<file path="src/rtl/gray_pkg.sv">
// Shared constants for the Gray-code counter path: default width and
// direction encodings for the up/down control.
package gray_pkg;

  localparam int GRAY_WIDTH_DEFAULT = 4;

  localparam logic DIR_UP   = 1'b1;
  localparam logic DIR_DOWN = 1'b0;

endpackage : gray_pkg

</file>
<file path="src/rtl/gray_code_counter_if.sv">
// Control and result bundle of the Gray-code counter. The master drives the
// count controls; the slave (the counter) returns the registered images.
interface gray_code_counter_if #(
  parameter int WIDTH = gray_pkg::GRAY_WIDTH_DEFAULT
);

  logic             en;
  logic             up;
  logic             load;
  logic [WIDTH-1:0] load_bin;
  logic [WIDTH-1:0] bin;
  logic [WIDTH-1:0] gray;
  logic             wrap;

  modport master (
    output en, up, load, load_bin,
    input  bin, gray, wrap
  );

  modport slave (
    input  en, up, load, load_bin,
    output bin, gray, wrap
  );

endinterface : gray_code_counter_if

</file>
<file path="src/rtl/gray_code_counter_binary_to_gray.sv">
// Combinational binary-to-Gray encoder; the inverse of the gray_to_binary
// decoder used at the receiving end of the Gray-code path.
module binary_to_gray #(
  parameter int WIDTH = 4
) (
  input  logic [WIDTH-1:0] bin_i,
  output logic [WIDTH-1:0] gray_o
);

  assign gray_o = bin_i ^ (bin_i >> 1);

endmodule : binary_to_gray

</file>
<file path="src/rtl/gray_code_counter.sv">
// Up/down counter keeping a binary count and its Gray image in lock-step.
// Gray is encoded from the next binary value so both update on the same edge.
module gray_code_counter
  import gray_pkg::*;
#(
  parameter int WIDTH = GRAY_WIDTH_DEFAULT
) (
  input  logic               clk,
  input  logic               rst_n,
  gray_code_counter_if.slave cnt_if
);

  localparam logic [WIDTH-1:0] ONE  = {{(WIDTH-1){1'b0}}, 1'b1};
  localparam logic [WIDTH-1:0] ZERO = '0;
  localparam logic [WIDTH-1:0] ALL1 = '1;

  logic [WIDTH-1:0] bin_q,  bin_d;
  logic [WIDTH-1:0] gray_q, gray_d;
  logic             wrap_q, wrap_d;

  // Next-state mux: load beats count enable, which beats hold.
  // NOTE: every always_comb output gets a default first so no path leaves it
  // unassigned; a missing default would infer a latch.
  always_comb begin
    bin_d  = bin_q;
    wrap_d = 1'b0;
    if (cnt_if.load) begin
      bin_d = cnt_if.load_bin;
    end else if (cnt_if.en) begin
      if (cnt_if.up == DIR_UP) begin
        bin_d  = bin_q + ONE;
        wrap_d = (bin_q == ALL1);
      end else begin
        bin_d  = bin_q - ONE;
        wrap_d = (bin_q == ZERO);
      end
    end
  end

  binary_to_gray #(
    .WIDTH (WIDTH)
  ) u_bin2gray (
    .bin_i  (bin_d),
    .gray_o (gray_d)
  );

  // NOTE: state registers use non-blocking assignments so every flop samples
  // the pre-edge values regardless of statement order.
  always_ff @(posedge clk or negedge rst_n) begin
    if (!rst_n) begin
      bin_q  <= '0;
      gray_q <= '0;
      wrap_q <= 1'b0;
    end else begin
      bin_q  <= bin_d;
      gray_q <= gray_d;
      wrap_q <= wrap_d;
    end
  end

  assign cnt_if.bin  = bin_q;
  assign cnt_if.gray = gray_q;
  assign cnt_if.wrap = wrap_q;

endmodule : gray_code_counter

</file>
<file path="src/flat_wrapper.sv">
// flat-port wrapper written by rule: the top's interface ports become plain ports
module gray_code_counter_flat import gray_pkg::*;
#(
  parameter int WIDTH = GRAY_WIDTH_DEFAULT
)
  (clk, rst_n, cnt_if_en, cnt_if_up, cnt_if_load, cnt_if_load_bin, cnt_if_bin, cnt_if_gray, cnt_if_wrap);
  gray_code_counter_if #(.WIDTH(WIDTH)) cnt_if_i ();
  input  logic clk;
  input  logic rst_n;
  input wire logic [$bits(cnt_if_i.en)-1:0] cnt_if_en;
  input wire logic [$bits(cnt_if_i.up)-1:0] cnt_if_up;
  input wire logic [$bits(cnt_if_i.load)-1:0] cnt_if_load;
  input wire logic [$bits(cnt_if_i.load_bin)-1:0] cnt_if_load_bin;
  output wire logic [$bits(cnt_if_i.bin)-1:0] cnt_if_bin;
  output wire logic [$bits(cnt_if_i.gray)-1:0] cnt_if_gray;
  output wire logic [$bits(cnt_if_i.wrap)-1:0] cnt_if_wrap;
  assign cnt_if_i.en = cnt_if_en;
  assign cnt_if_i.up = cnt_if_up;
  assign cnt_if_i.load = cnt_if_load;
  assign cnt_if_i.load_bin = cnt_if_load_bin;
  assign cnt_if_bin = cnt_if_i.bin;
  assign cnt_if_gray = cnt_if_i.gray;
  assign cnt_if_wrap = cnt_if_i.wrap;
  gray_code_counter #(.WIDTH(WIDTH)) u_core (.clk(clk), .rst_n(rst_n), .cnt_if(cnt_if_i));
endmodule
</file>
<file path="config.mk">
export PLATFORM = sky130hd
export DESIGN_NAME = gray_code_counter_flat
export DESIGN_NICKNAME = d
export VERILOG_FILES = /design/src/rtl/gray_pkg.sv /design/src/rtl/gray_code_counter_if.sv /design/src/rtl/gray_code_counter_binary_to_gray.sv /design/src/rtl/gray_code_counter.sv /design/src/flat_wrapper.sv
export SDC_FILE = /design/constraint.sdc
export NUM_CORES = 1
export LEC_CHECK = 0
export ABC_AREA = 1
export CAP_MARGIN = 5
export CORE_AREA = 2 2 39 41
export CTS_CLUSTER_DIAMETER = 40
export DETAILED_ROUTE_END_ITERATION = 10
export DIE_AREA = 0 0 41 43
export GPL_TIMING_DRIVEN = 0
export PLACE_DENSITY = 0.68
export SYNTH_ARGS = -nofsm -noshare
export SYNTH_HDL_FRONTEND = slang
export SYNTH_HIERARCHICAL = 1
export SYNTH_SLANG_ARGS = --single-unit
</file>
<file path="constraint.sdc">
create_clock -name clk -period 2.2 [get_ports clk]
set_input_delay 0.22 -clock clk [delete_from_list [all_inputs] [get_ports clk]]
set_output_delay 0.22 -clock clk [all_outputs]
set_load 0.005 [all_outputs]
</file>
## Word-level counts from Yosys, hierarchy flattened

Index checks and enable logic that the tools add are counted.

| cells by class | value |
|---|---|
| add/sub/neg operators | 2 |
| eq/ne operators | 1 |
| mux-type cells | 6 |
| bitwise logic cells | 1 |
| reduce and logical (&&, ||, !) cells | 1 |

Operators by type and width:

| operator | number |
|---|---|
| 4-bit two-way mux | 3 |
| 4-bit by 1-bit adder with 4-bit output, second input constant | 1 |
| 4-bit equality test, second input constant | 1 |
| 4-bit zero test | 1 |
| 4-bit by 1-bit subtractor with 4-bit output, second input constant | 1 |
| 4-bit by 3-bit XOR with 4-bit output | 1 |
| 1-bit two-way mux | 3 |

| storage, ports and cells | value |
|---|---|
| register bits after elaboration | 9 |
| output and inout bits | 9 |
| logic and storage cells | 14 |

## Longest topological paths before layout

Gate-level depths: netlist of the first run.

| depth | value |
|---|---|
| depth after elaboration | 5 |
| gate-level depth with buffers | 12 |
| gate-level depth less buffers | 12 |

## Modules after synthesis

Netlist of the first run, hierarchy kept.

By module, submodules not included:

| module | instances | cells each | area an instance (sq um) | seq. area each (sq um) |
|---|---|---|---|---|
| gray_code_counter | 1 | 54 | 449.2 | 225.2 |
| binary_to_gray | 1 | 14 | 56.3 | 0.0 |

## Least setup slack after synthesis of the first run

OpenSTA, ideal clock, no wires.

| timing | value |
|---|---|
| kind | reg2reg |
| start | reg u_core.bin_q[0], in the netlist u_core/cnt_if.bin[0] |
| end | reg u_core.gray_q[2], in the netlist u_core/cnt_if.gray[2] |
| setup time | 0.117 ns |
| arrival time | 1.446 ns |
| data required time | 2.083 ns |
| slack | 0.637 ns |
| stages on the path, launching flop included | 10 |
| path buffers | 0 |
| period minus slack after synthesis | 1.563 ns |
| cell sequence | dfrtp_1 > fa_1 > nand2_1 > nand2_1 > nor2_1 > a21oi_1 > o21ai_1 > inv_1 > nand2_1 > nand2_1 |

| on the way | value |
|---|---|
| longest elaborated chain between the ends | 5 |
| elaborated cells between the ends (all ways) | 6 |

Ends and longest elaborated chain:

| item | line | source |
|---|---|---|
| start: declaration | gray_code_counter.sv:17 | `logic [WIDTH-1:0] bin_q, bin_d;` |
| start signal: assignment | gray_code_counter.sv:55 | `bin_q <= bin_d;` |
| 4-bit by 1-bit subtractor with 4-bit output / 4-bit by 1-bit adder with 4-bit output (equally long branches) | gray_code_counter.sv:34, gray_code_counter.sv:31 |  |
| 4-bit two-way mux (*) | gray_code_counter.sv:30 | `if (cnt_if.up == DIR_UP) begin` |
| 4-bit two-way mux (*) | gray_code_counter.sv:29 | `end else if (cnt_if.en) begin` |
| 4-bit two-way mux (*) | gray_code_counter.sv:27 | `if (cnt_if.load) begin` |
| net u_core.bin_d[2] | gray_code_counter.sv:17 |  |
| 4-bit by 3-bit XOR with 4-bit output (*) | gray_code_counter_binary_to_gray.sv:10 | `assign gray_o = bin_i ^ (bin_i >> 1);` |
| net u_core.gray_d[2] | gray_code_counter.sv:18 | `logic [WIDTH-1:0] gray_q, gray_d;` |
| end signal: assignment | gray_code_counter.sv:56 | `gray_q <= gray_d;` |
| end: declaration | gray_code_counter.sv:18 |  |

The timed path passes the listed nets; every way through them passes the cells marked *.

## Worst setup path in the final report of the first run

| timing | value |
|---|---|
| start | in cnt_if_up |
| end | reg u_core.gray_q[2], in the netlist u_core/cnt_if.gray[2] |

| on the way | value |
|---|---|
| longest elaborated chain between the ends | 4 |

Ends and longest elaborated chain:

| item | line | source |
|---|---|---|
| start: declaration | flat_wrapper.sv:11 | `input wire logic [$bits(cnt_if_i.up)-1:0] cnt_if_up;` |
| 4-bit two-way mux | gray_code_counter.sv:30 |  |
| 4-bit two-way mux | gray_code_counter.sv:29 |  |
| 4-bit two-way mux | gray_code_counter.sv:27 |  |
| net u_core.bin_d[2] | gray_code_counter.sv:17 |  |
| 4-bit by 3-bit XOR with 4-bit output | gray_code_counter_binary_to_gray.sv:10 |  |
| net u_core.gray_d[2] | gray_code_counter.sv:18 |  |

The timed path passes the listed nets, and every way through them passes these cells.

==> impl_results.md, run 1 <==
* Synth Warn # at 6
* Final max-slew violation count at 0
* Final period util at 84.7%
* # H-tree levels at 1
* Max clock buf depth at 2
* Post-Syn Instances at slightly below 70
* Pwr Total at ~0.49 mW
* Startpoint types: input port
* Synth Register Bits at 9
* Pleak at 0.369 nW
* Via density at roughly 4.4
* Synthesized area at 505 µm²
* Fin Hold WS at about 0.25 ns
* Die H at around 43 µm
* Layout cell share with drive strength beyond 1 at about 4.5%
* Nets@finish at 102
* # resized after CTS at 0
* Die X at around 41 µm
* Diode count at 0
* CTS buffer count at 3
* Hold Crit Class: input port to asynchronous set/reset pin
* Largest net degree at the start of global routing at 10
* First-pass GRT wire length at 1560 µm
* Setup Fix Bufs, Post-CTS at 0
* Final Setup Violations at 0
* DRT Pass-1 Iters at 4
* Post-DRT Antenna Nets at 0
* Sequential-to-total area share from yosys stat at 44.6%
* Port bufs at 17
* GRT Overall Usage at about an eighth
* Area Growth Syn to Fin at 42.8%
* PwrDens at ~700 nW/µm²
* Filler cell count at about 140
* CP arrival at between 2 and 2.5 ns
* Worst-case vdd ir drop at 282 µV
* Unrepaired setup endpoints after global routing: false
* Mean post-synth cell area at 7.43 µm²
* Routed wire length at ~1000 µm
* Slew headroom at 74.8%
* CTS tree: built
* Vias in the first global route at 380
* Vias at roughly 460
* Global route overflow at 0
* Row cnt at 14
* Synth Net Count at 80
* Worst-path maximum fanout at 5
* Max-cap violation count at 0
* Initial Utilization at 36.5%
* Tmin final at 1.86 ns
* DIE AREA at between 1500 and 2000 µm²
* Upper clock frequency limit at ~0.54 GHz
* Worst-margin pin slew at about 0.38 ns
* Hold buffer count at CTS at 0
* Worst Setup End Kind: flip-flop
* Ports at 18
* DPL Wire Length at approximately 770 µm
* Crit path kind: input port to flip-flop
* Hold Fails Final Rpt at 0
* Run status: complete, no violations
* Reg clk slew, reported paths at 0.06 ns
* Routed WL per cell at around 9.3 µm
* Gp weighted congestion at 0.703
* Clk_lat worst skew at 0.25 ns
* Antenna violations before repair at 0
* Setup_tns at 0 ns
* Setup Skew at roughly 0.004 ns
* Crit path required time at roughly 2.3 ns
* DRT iter0 DRCs at 17
* Cell variety after synth at 14
* Core Area at between 1000 and 1500 µm²
* Root buf cell: clkbuf_4
* DRC at 0
* Num Clock Sinks at 9
area by class of cell:
cell class	instances	area (µm²)	area share (%)
Buffer	1	7.51	1.04
Clock buffer	4	26.3	3.64
Inverter	9	33.8	4.68
Multi-Input combinational cell	49	239	33.1
Sequential cell	9	225	31.2
Tap cell	16	20.0	2.77
Timing Repair Buffer	17	170	23.6
synthesized netlist by cell type, drive strengths merged:
library cell / n / area share (%)
nor3: 1 / 0.99
ha: 2 / 4.9
nand2: 26 / 19
dfrtp: 9 / 45
a21oi: 5 / 4.9
inv: 9 / 6.7
or2: 1 / 1.2
buf: 1 / 1.5
nand3: 2 / 2.0
xnor2: 1 / 1.7
nor2: 7 / 5.2
fa: 1 / 4.0
o21ai: 3 / 3.0
logic make-up (layout without fill, tap and decap cells):
| family | Yosys count | in the layout | share of synthesized area [%] |
|---|---|---|---|
| AOI/OAI and AO/OA | 8 | 8 | 7.92 |
| xor gates and xnor gates | 1 | 1 | 1.73 |
| adders and majority gates | 3 | 3 | 8.91 |
| buffers and inverters | 10 | 31 | 8.17 |
| DFF | 9 | 9 | 44.6 |
| and+or+nand+nor | 37 | 37 | 28.7 |
state kept, by name, indices dropped and copies added (netlist names):
name / cells
u_core/cnt_if.gray: 4
u_core/cnt_if.bin: 4
u_core/cnt_if.wrap: 1
where the power goes:
part | internal, mW | switching, mW | leakage, nW
Combinational | 0.0893 | 0.0713 | 0.246
Sequential | 0.189 | 0.0193 | 0.108
Clock | 0.0696 | 0.0532 | 0.0150
placed cells by master, fill, tap and decap left out:
cell | Yosys | layout
nand3_1 | 2 | 2
fa_1 | 1 | 1
o21ai_0 | 1 | 1
nor3_1 | 1 | 1
nor2_1 | 7 | 7
a21oi_1 | 5 | 5
xnor2_1 | 1 | 1
or2_1 | 1 | 1
buf_4 | 1 | 1
ha_1 | 2 | 2
clkbuf_4 | 0 | 3
o21ai_1 | 2 | 2
clkbuf_1 | 0 | 1
nand2_1 | 26 | 26
inv_1 | 9 | 9
dfrtp_1 | 9 | 9
clkdlybuf4s50_1 | 0 | 17
per-stage QoR:
step                      utilization, %  std cells  setup slack (ns)  instance area, µm²
after floorplan                        -         68             0.637                 505
after global placement              50.3        101            0.0840                 696
after detailed placement            50.3        101            0.0764                 696
after CTS                           52.2        105             0.332                 722
after global routing                52.2        105             0.232                 722
final                               52.2        105             0.337                 722
path summary, 6_finish.rpt:
path                                               to                 start  cells past startpoint  slack [ns]
worst max-delay path            u_core/cnt_if.gray[2]             cnt_if_up                     11        0.34
worst min-delay path             u_core/cnt_if.bin[3]                 rst_n                      1        0.25
worst max register to register  u_core/cnt_if.gray[2]  u_core/cnt_if.bin[0]                      9        0.48
worst min register to register     u_core/cnt_if.wrap  u_core/cnt_if.bin[3]                      3        0.67
max in group asynchronous          u_core/cnt_if.wrap                 rst_n                      1        1.68
min in group clk                 u_core/cnt_if.bin[0]    cnt_if_load_bin[0]                      3        0.57
routing by layer:
| layer | global-route usage, % | part of all wire [%] | vias up |
|---|---|---|---|
| li1 | - | - | 250 |
| met1 | 18.6 | 50 | 200 |
| met2 | 17.8 | 45 | 14 |
| met3 | 3.14 | 5.3 | 0 |
| met4 | 6.00 | 0 | 0 |
| met5 | 0 | 0 | - |
worst max-delay path, stage by stage:
cell and delay [ns]:
clkdlybuf4s50_1 0.50, inv_1 0.13, fa_1 0.45, nand2_1 0.08
nand2_1 0.04, nor2_1 0.09, a21oi_1 0.05, o21ai_1 0.24
inv_1 0.09, nand2_1 0.06, nand2_1 0.05
(Power assumes the default switching activity.)
==> run 2: changes to the inputs <==
==> constraint.sdc (replaced) <==
create_clock -name clk -period 1.9 [get_ports clk]
set_input_delay 0.19 -clock clk [delete_from_list [all_inputs] [get_ports clk]]
set_output_delay 0.19 -clock clk [all_outputs]
set_load 0.005 [all_outputs]
==> run 2 against run 1 <==
Net effect: non-clock buffer count unchanged; die area did not move; first-iteration DRC count did not move; combinational power rose by 17%; global-route usage unchanged; critical path depth decreased by 3; largest power group unchanged.
==> impl_results.md, run 2 (synthesis results as in run 1) <==
* Slew headroom at 74.8% (about the same)
* Ports at 18 (unchanged)
* Seq pwr share at 42.3% (about the same)
* Hold Crit Class: input port to asynchronous set/reset pin
* Port bufs at 17 (unchanged)
* Post-DRT Antenna Nets at 0 (unchanged)
* Worst-path maximum fanout at 5 (unchanged)
* Worst Setup End Kind: flip-flop
* Worst-case vdd ir drop at 326 µV (+16%)
* DPL Wire Length at 765 µm (unchanged)
* Area Growth Syn to Fin at 43.6%
* Clock Power Share at 24.6% (-0.4 points)
* Placed cell area at 696 µm² (unchanged)
* Layout cell share with drive strength beyond 1 at 6.74% (+2.2 points)
* R2R cell count at 6 (-3)
* Crit path max-delay family: buffers and inverters
* Placed Instances at 101 (unchanged)
* Final Non-Filler Cells at 105 (unchanged)
* Routed wire length at 993 µm (+1.8%)
* Row cnt at 14 (unchanged)
* CTS tree: built
* Crit path kind: input port to flip-flop
* Die H at 43 µm (unchanged)
* Setup_tns at 0 ns (unchanged)
* Net Sw Power at 0.167 mW (+16%)
* Final Setup Violations at 0 (unchanged)
* Post-route cell area at 726 µm² (+0.52%)
* Crit path required time at 2.04 ns (-0.30 ns)
* Reg2reg setup slack at 0.22 ns (-0.26 ns)
* Highest-delay cell along the critical path: fa_1
* Commonest cells after routing, fill and taps aside: nand2_1 (26), clkdlybuf4s50_1 (17), dfrtp_1 (9), inv_1 (8), nor2_1 (7)
* Root buf cell: clkbuf_4
* Cell internal pwr at 0.404 mW (+16%)
* Global route overflow at 0 (unchanged)
* WP buf/inv at 3 (unchanged)
* Setup Skew at 0.00122 ns (-0.00276 ns)
* Tmin final at between 1.5 and 2 ns
* Combinational power share at 33.1% (+0.5 points)
* First-pass GRT wire length at 1560 µm (unchanged)
* Routed WL per cell at 9.46 µm (+1.8%)
* # H-tree levels at 1 (unchanged)
* Reg2reg end: u_core/cnt_if.gray[0]
* Via density at 4.51 (+2.2%)
* Vias at 474 (+2.2%)
* Num Clock Sinks at 9 (unchanged)
* Max clock buf depth at 2 (unchanged)
* Max-cap violation count at 0 (unchanged)
* Upper clock frequency limit at between 0.5 and 0.6 GHz
* Largest net degree at the start of global routing at 10 (unchanged)
* DRT Pass-1 Iters at 4 (unchanged)
* Vias in the first global route at 380 (unchanged)
* DRT iter0 DRCs at 17 (unchanged)
* GRT Overall Usage at 13.0% (unchanged)
* # resized after CTS at 0 (unchanged)
* Pwr Total at 0.571 mW (+16%)
* DIE AREA at 1760 µm² (unchanged)
* CTS buffer count at 3 (unchanged)
* Setup Fix Bufs, Post-CTS at 0 (unchanged)
* Final period util at between 90 and 100%
* Gp weighted congestion at 0.703 (unchanged)
* Worst-margin pin slew at 0.377 ns (+0.000158 ns)
* Reg clk slew, reported paths at 0.06 ns (about the same)
* Initial Utilization at 36.5% (unchanged)
* Clk_lat worst skew at 0.25 ns (about the same)
* Final max-slew violation count at 0 (unchanged)
* PwrDens at 786 nW/µm² (+15%)
* Unrepaired setup endpoints after global routing: false
* Hold Fails Final Rpt at 0 (unchanged)
* CP arrival at 1.92 ns (-0.09 ns)
* Diode count at 0 (unchanged)
* Die X at 41 µm (unchanged)
* Core Area at 1380 µm² (unchanged)
* Nets@finish at 102 (unchanged)
* CP Cell Sequence: clkdlybuf4s50_1 -> inv_2 -> fa_1 -> a21oi_1 -> a21oi_1 -> inv_1 -> nand2_1 -> nand2_1
* Hold buffer count at CTS at 0 (unchanged)
* Sw frac at 29.2% (about the same)
* Critical Path Max Stage Delay at 0.54 ns (+0.04 ns)
* WP depth at 8 (-3)
* Worst R2R Start: u_core/cnt_if.bin[0]
* DRC at 0 (unchanged)
* Startpoint types: input port
* Run status: complete, no violations
* Most common cell after layout, fill and taps aside: nand2_1
* Antenna violations before repair at 0 (unchanged)
* Fin Hold WS at 0.222 ns (-0.0266 ns)
* Pleak at 0.370 nW (about the same)
## run 2: stage by stage
step	utilization [%]	setup WS [ns]
floorplan	-	0.337
CTS	52.2	0.0622
global placement	50.3	-0.186
finish	52.4	0.128
detailed placement	50.3	-0.194
global route	52.4	0.0208
## run 2: layout make-up
class,count,area [µm²]
plain buffers,1,7.51
clock buffers,4,26.3
fillers,140,658
inverters,9,33.8
multi-input cells,49,243
flip-flops and latches,9,225
well taps,16,20.0
repair buffers,17,170
## run 2: how the worst max path moves through the flow
| stage | endpoint | from | slack [ns] |
|---|---|---|---|
| 3_3_place_gp | u_core/cnt_if.gray[1] | cnt_if_up | -0.19 |
| 2_1_floorplan | u_core/cnt_if.gray[2] | u_core/cnt_if.bin[0] | 0.34 |
| 3_5_place_dp | u_core/cnt_if.gray[2] | cnt_if_up | -0.19 |
| 4_1_cts | u_core/cnt_if.gray[2] | cnt_if_up | 0.06 |
| 5_1_grt | u_core/cnt_if.gray[2] | cnt_if_up | 0.02 |
| 6_report | u_core/cnt_if.gray[0] | cnt_if_up | 0.13 |
## run 2: power groups by stage
stage / sequential (mW) / clock, mW / combinational [mW]
global placement: 0.245 / 0 / 0.183
global route: 0.244 / 0.160 / 0.214
floorplan: 0.245 / 0 / 0.0890
detailed placement: 0.245 / 0 / 0.188
finish: 0.242 / 0.141 / 0.189
CTS: 0.242 / 0.148 / 0.188
## run 2: per-layer routing
metal | routed length [µm] | up-vias | track usage (%)
li1 | - | 251 | -
met5 | 0 | - | 0
met1 | 474 | 207 | 18.6
met2 | 458 | 16 | 17.8
met4 | 0 | 0 | 6.00
met3 | 61 | 0 | 3.14
==> run 3: changes to the inputs <==
--- a/config.mk
+++ b/config.mk
@@ -12,8 +12,7 @@
 export DETAILED_ROUTE_END_ITERATION = 10
 export DIE_AREA = 0 0 41 43
 export GPL_TIMING_DRIVEN = 0
-export PLACE_DENSITY = 0.68
+export PLACE_DENSITY = 0.72
 export SYNTH_ARGS = -nofsm -noshare
 export SYNTH_HDL_FRONTEND = slang
-export SYNTH_HIERARCHICAL = 1
 export SYNTH_SLANG_ARGS = --single-unit
==> run 3 against run 2 <==
Net effect: clock power decreased by 13%; register-to-register slack gained 0.08 ns; maximum frequency rose by 4.9%; clock-buffer cell count down 1; die area stayed put; wire length shrank 13%; clock skew barely moved; worst setup slack improved by 0.083 ns; total power shrank 7.9%; first-iteration DRC count down 71%; combinational power down 3%; synthesized cell count is 12% lower.
==> impl_results.md, run 3 <==
* Via density at 4.53 (+0.38%)
* Cell variety after synth at 20 (+6)
* Sequential-to-total area share from yosys stat at 41.3% (-3.2 points)
* Max-cap violation count at 0 (unchanged)
* Post-Syn Instances at 60 (-12%)
* PwrDens at 754 nW/µm² (-4.1%)
* Clk_lat worst skew at 0.24 ns (about the same)
* Synth Net Count at 72 (-10%)
* Worst-case vdd ir drop at 430 µV (+32%)
* Post-synth ARST share at 100% (unchanged)
* Upper clock frequency limit at 0.592 GHz (+4.9%)
* Tmin final at 1.69 ns (-0.0827 ns)
* Number of flip-flops in the largest register at 4
* Setup_tns at 0 ns (unchanged)
* Nets@finish at 94 (-7.8%)
* Vias in the first global route at 411 (+8.2%)
* Core Area at 1380 µm² (unchanged)
* First-pass GRT wire length at 1550 µm (-0.90%)
* Row cnt at 14 (unchanged)
* GRT Overall Usage at 13.5% (+0.58 points)
* Setup Skew at 0.00166 ns (+0.000439 ns)
* Root buf cell: clkbuf_4
* Reg2reg setup slack at 0.30 ns (+0.08 ns)
* Fin Hold WS at 0.214 ns (-0.00753 ns)
* DIE AREA at 1760 µm² (unchanged)
* Commonest cells after routing, fill and taps aside: nand2_1 (17), clkdlybuf4s50_1 (17), dfrtp_1 (8), inv_2 (5), inv_1 (5)
* Ports at 18 (unchanged)
* Post-synth top area share at 41.3% (-3.2 points)
* Cell taking the most area after synthesis: dfrtp_1
* Final max-slew violation count at 0 (unchanged)
* Pleak at 0.339 nW (-8.3%)
* DRT Pass-1 Iters at 4 (unchanged)
* Gp weighted congestion at 0.727 (+3.3%)
* Initial Utilization at 35.0% (-1.5 points)
* Crit path required time at 2.04 ns (about the same)
* # H-tree levels at 1 (unchanged)
* Routed wire length at 867 µm (-13%)
* Top cells by count, synth: nand2_1 (17), dfrtp_1 (8), inv_1 (5), inv_2 (5)
* Worst R2R Start: u_core.cnt_if.bin[0]
* Worst-margin pin slew at 0.343 ns (-0.0348 ns)
* Die X at 41 µm (unchanged)
* Reg2reg end: u_core.cnt_if.gray[1]
* DRC at 0 (unchanged)
* Grt peak-use layer: met2
* Diode count at 0 (unchanged)
* Antenna violations before repair at 0 (unchanged)
* Placed Instances at 93 (-7.9%)
* Synth Register Bits at 8 (-1)
* Area Growth Syn to Fin at 43.9%
* CP arrival at 1.82 ns (-0.10 ns)
* Synthesized area at 484 µm² (-4.2%)
* Reg clk slew, reported paths at 0.05 ns (about the same)
* Synth Flop Type: dfrtp_1
* Layout cell share with drive strength beyond 1 at 15.0% (+8.3 points)
* Crit path kind: input port to flip-flop
* # resized after CTS at 0 (unchanged)
* Vias at 435 (-8.2%)
* Hold Crit Class: input port to asynchronous set/reset pin
* Hold Fails Final Rpt at 0 (unchanged)
* Hold buffer count at CTS at 0 (unchanged)
* Worst setup path startpoint: cnt_if_up
* Met1 GRT Util at 15.2% (-3.5 points)
* Clock Power Share at 23.3% (-1.3 points)
* Largest net degree at the start of global routing at 9 (-1)
* Startpoint types: input port
* Filler cell count at 139 (-0.71%)
* Number of synthesized flops with an enable pin at 0 (unchanged)
* Combinational power share at 35.1% (+2.0 points)
* Post-route cell area at 697 µm² (-4.0%)
* CTS buffer count at 3 (unchanged)
* Run status: complete, no violations
* Unrepaired setup endpoints after global routing: false
* Most common cell in the netlist: nand2_1
* Setup slack after layout at 0.210 ns (+0.0827 ns)
* Met3 Use GR at 1.57% (-1.6 points)
* Die H at 43 µm (unchanged)
* Worst-path maximum fanout at 5 (unchanged)
* Dpl ws at -0.0306 ns (+0.163 ns)
* Cell internal pwr at 0.376 mW (-6.8%)
* Largest cells by area after synthesis: dfrtp_1 (41%), nand2_1 (13%), ha_1 (5.2%)
* R2R cell count at 6 (unchanged)
* Slew headroom at 77.1% (+2.3 points)
* Met2 usage at 20.0% (+2.2 points)
* Final Non-Filler Cells at 96 (-8.6%)
* Sw frac at 28.4% (-0.83 points)
* Max clock buf depth at 2 (unchanged)
* Final Setup Violations at 0 (unchanged)
* Placed cell area at 674 µm² (-3.1%)
* Net Sw Power at 0.149 mW (-10%)
* Final period util at 88.9% (-4.4 points)
* Synth Warn # at 0 (-6)
* Setup Fix Bufs, Post-CTS at 0 (unchanged)
* Seq pwr share at 41.7% (-0.6 points)
* DPL Wire Length at 736 µm (-3.9%)
* CTS tree: built
* DRT iter0 DRCs at 5 (-12)
* Mean post-synth cell area at 8.07 µm² (+8.6%)
* Post-DRT Antenna Nets at 0 (unchanged)
* Num Clock Sinks at 8 (-1)
* Global route overflow at 0 (unchanged)
* Routed WL per cell at 9.03 µm (-4.5%)
* Port bufs at 17 (unchanged)
* Worst Setup End Kind: flip-flop
==> run 3: cell types whose count changed in the layout (fill, tap and decap cells not counted), moves of 2 or more <==
cell     before  now
xor2_1        0    2
nand2_1      26   17
inv_2         1    5
nor2_1        7    2
a21oi_1       5    3
inv_1         8    5
==> run 3: worst max-delay path by stage <==
stage / endpoint / slack [ns] / cells after the start
2_1_floorplan: u_core.cnt_if.gray[1] / 0.38 / 6
3_3_place_gp: u_core.cnt_if.gray[2] / 0.002 / 10
3_5_place_dp: u_core.cnt_if.gray[2] / -0.03 / 10
4_1_cts: u_core.cnt_if.gray[2] / 0.22 / 10
5_1_grt: u_core.cnt_if.gray[2] / 0.10 / 10
6_report: u_core.cnt_if.gray[2] / 0.21 / 10
==> run 3: power by group through the flow <==
stage,Sequential (mW),Combinational (mW),Clock [mW]
2_1_floorplan,0.223,0.0884,0
5_1_grt,0.224,0.209,0.138
3_3_place_gp,0.221,0.182,0
3_5_place_dp,0.223,0.186,0
4_1_cts,0.220,0.188,0.129
6_report,0.219,0.184,0.122
==> run 3: per-stage QoR <==
step           total power [mW]  util, %
6_report                  0.526     50.4
5_1_grt                   0.570     50.4
4_1_cts                   0.536     50.4
3_5_place_dp              0.409     48.7
3_3_place_gp              0.403     48.7
2_1_floorplan             0.311        -
==> run 3: kinds of logic after synthesis <==
group	after synthesis	synth area share, %
compound gates	9	12.1
xor+xnor	3	5.43
fa+ha+maj	3	9.30
buf+inv	11	9.30
flops	8	41.3
simple gates	26	22.5
==> run 3: cell type report <==
class / instances / area, µm² / area share, %
Buffer: 1 / 7.51 / 1.08
Clock buffer: 3 / 22.5 / 3.23
Inverter: 10 / 37.5 / 5.39
Multi-Input combinational cell: 41 / 239 / 34.3
Sequential cell: 8 / 200 / 28.7
Tap cell: 16 / 20.0 / 2.87
Timing Repair Buffer: 17 / 170 / 24.4
==> run 3: layer usage <==
layer	wire length, µm	share of wire, %	vias up
met3	30	3.5	2
met5	0	0	-
met4	19	2.2	0
met1	394	45	191
li1	-	-	233
met2	423	49	9
==> run 3: worst max-delay path, cell delays in order <==
cell and delay, ns:
clkdlybuf4s50_1 0.54, inv_2 0.09, ha_1 0.31, or2_1 0.25, nand3_1 0.08, nand3_1 0.08
nand2_1 0.10, nand2_1 0.07, nand2_1 0.06, nand2_1 0.04
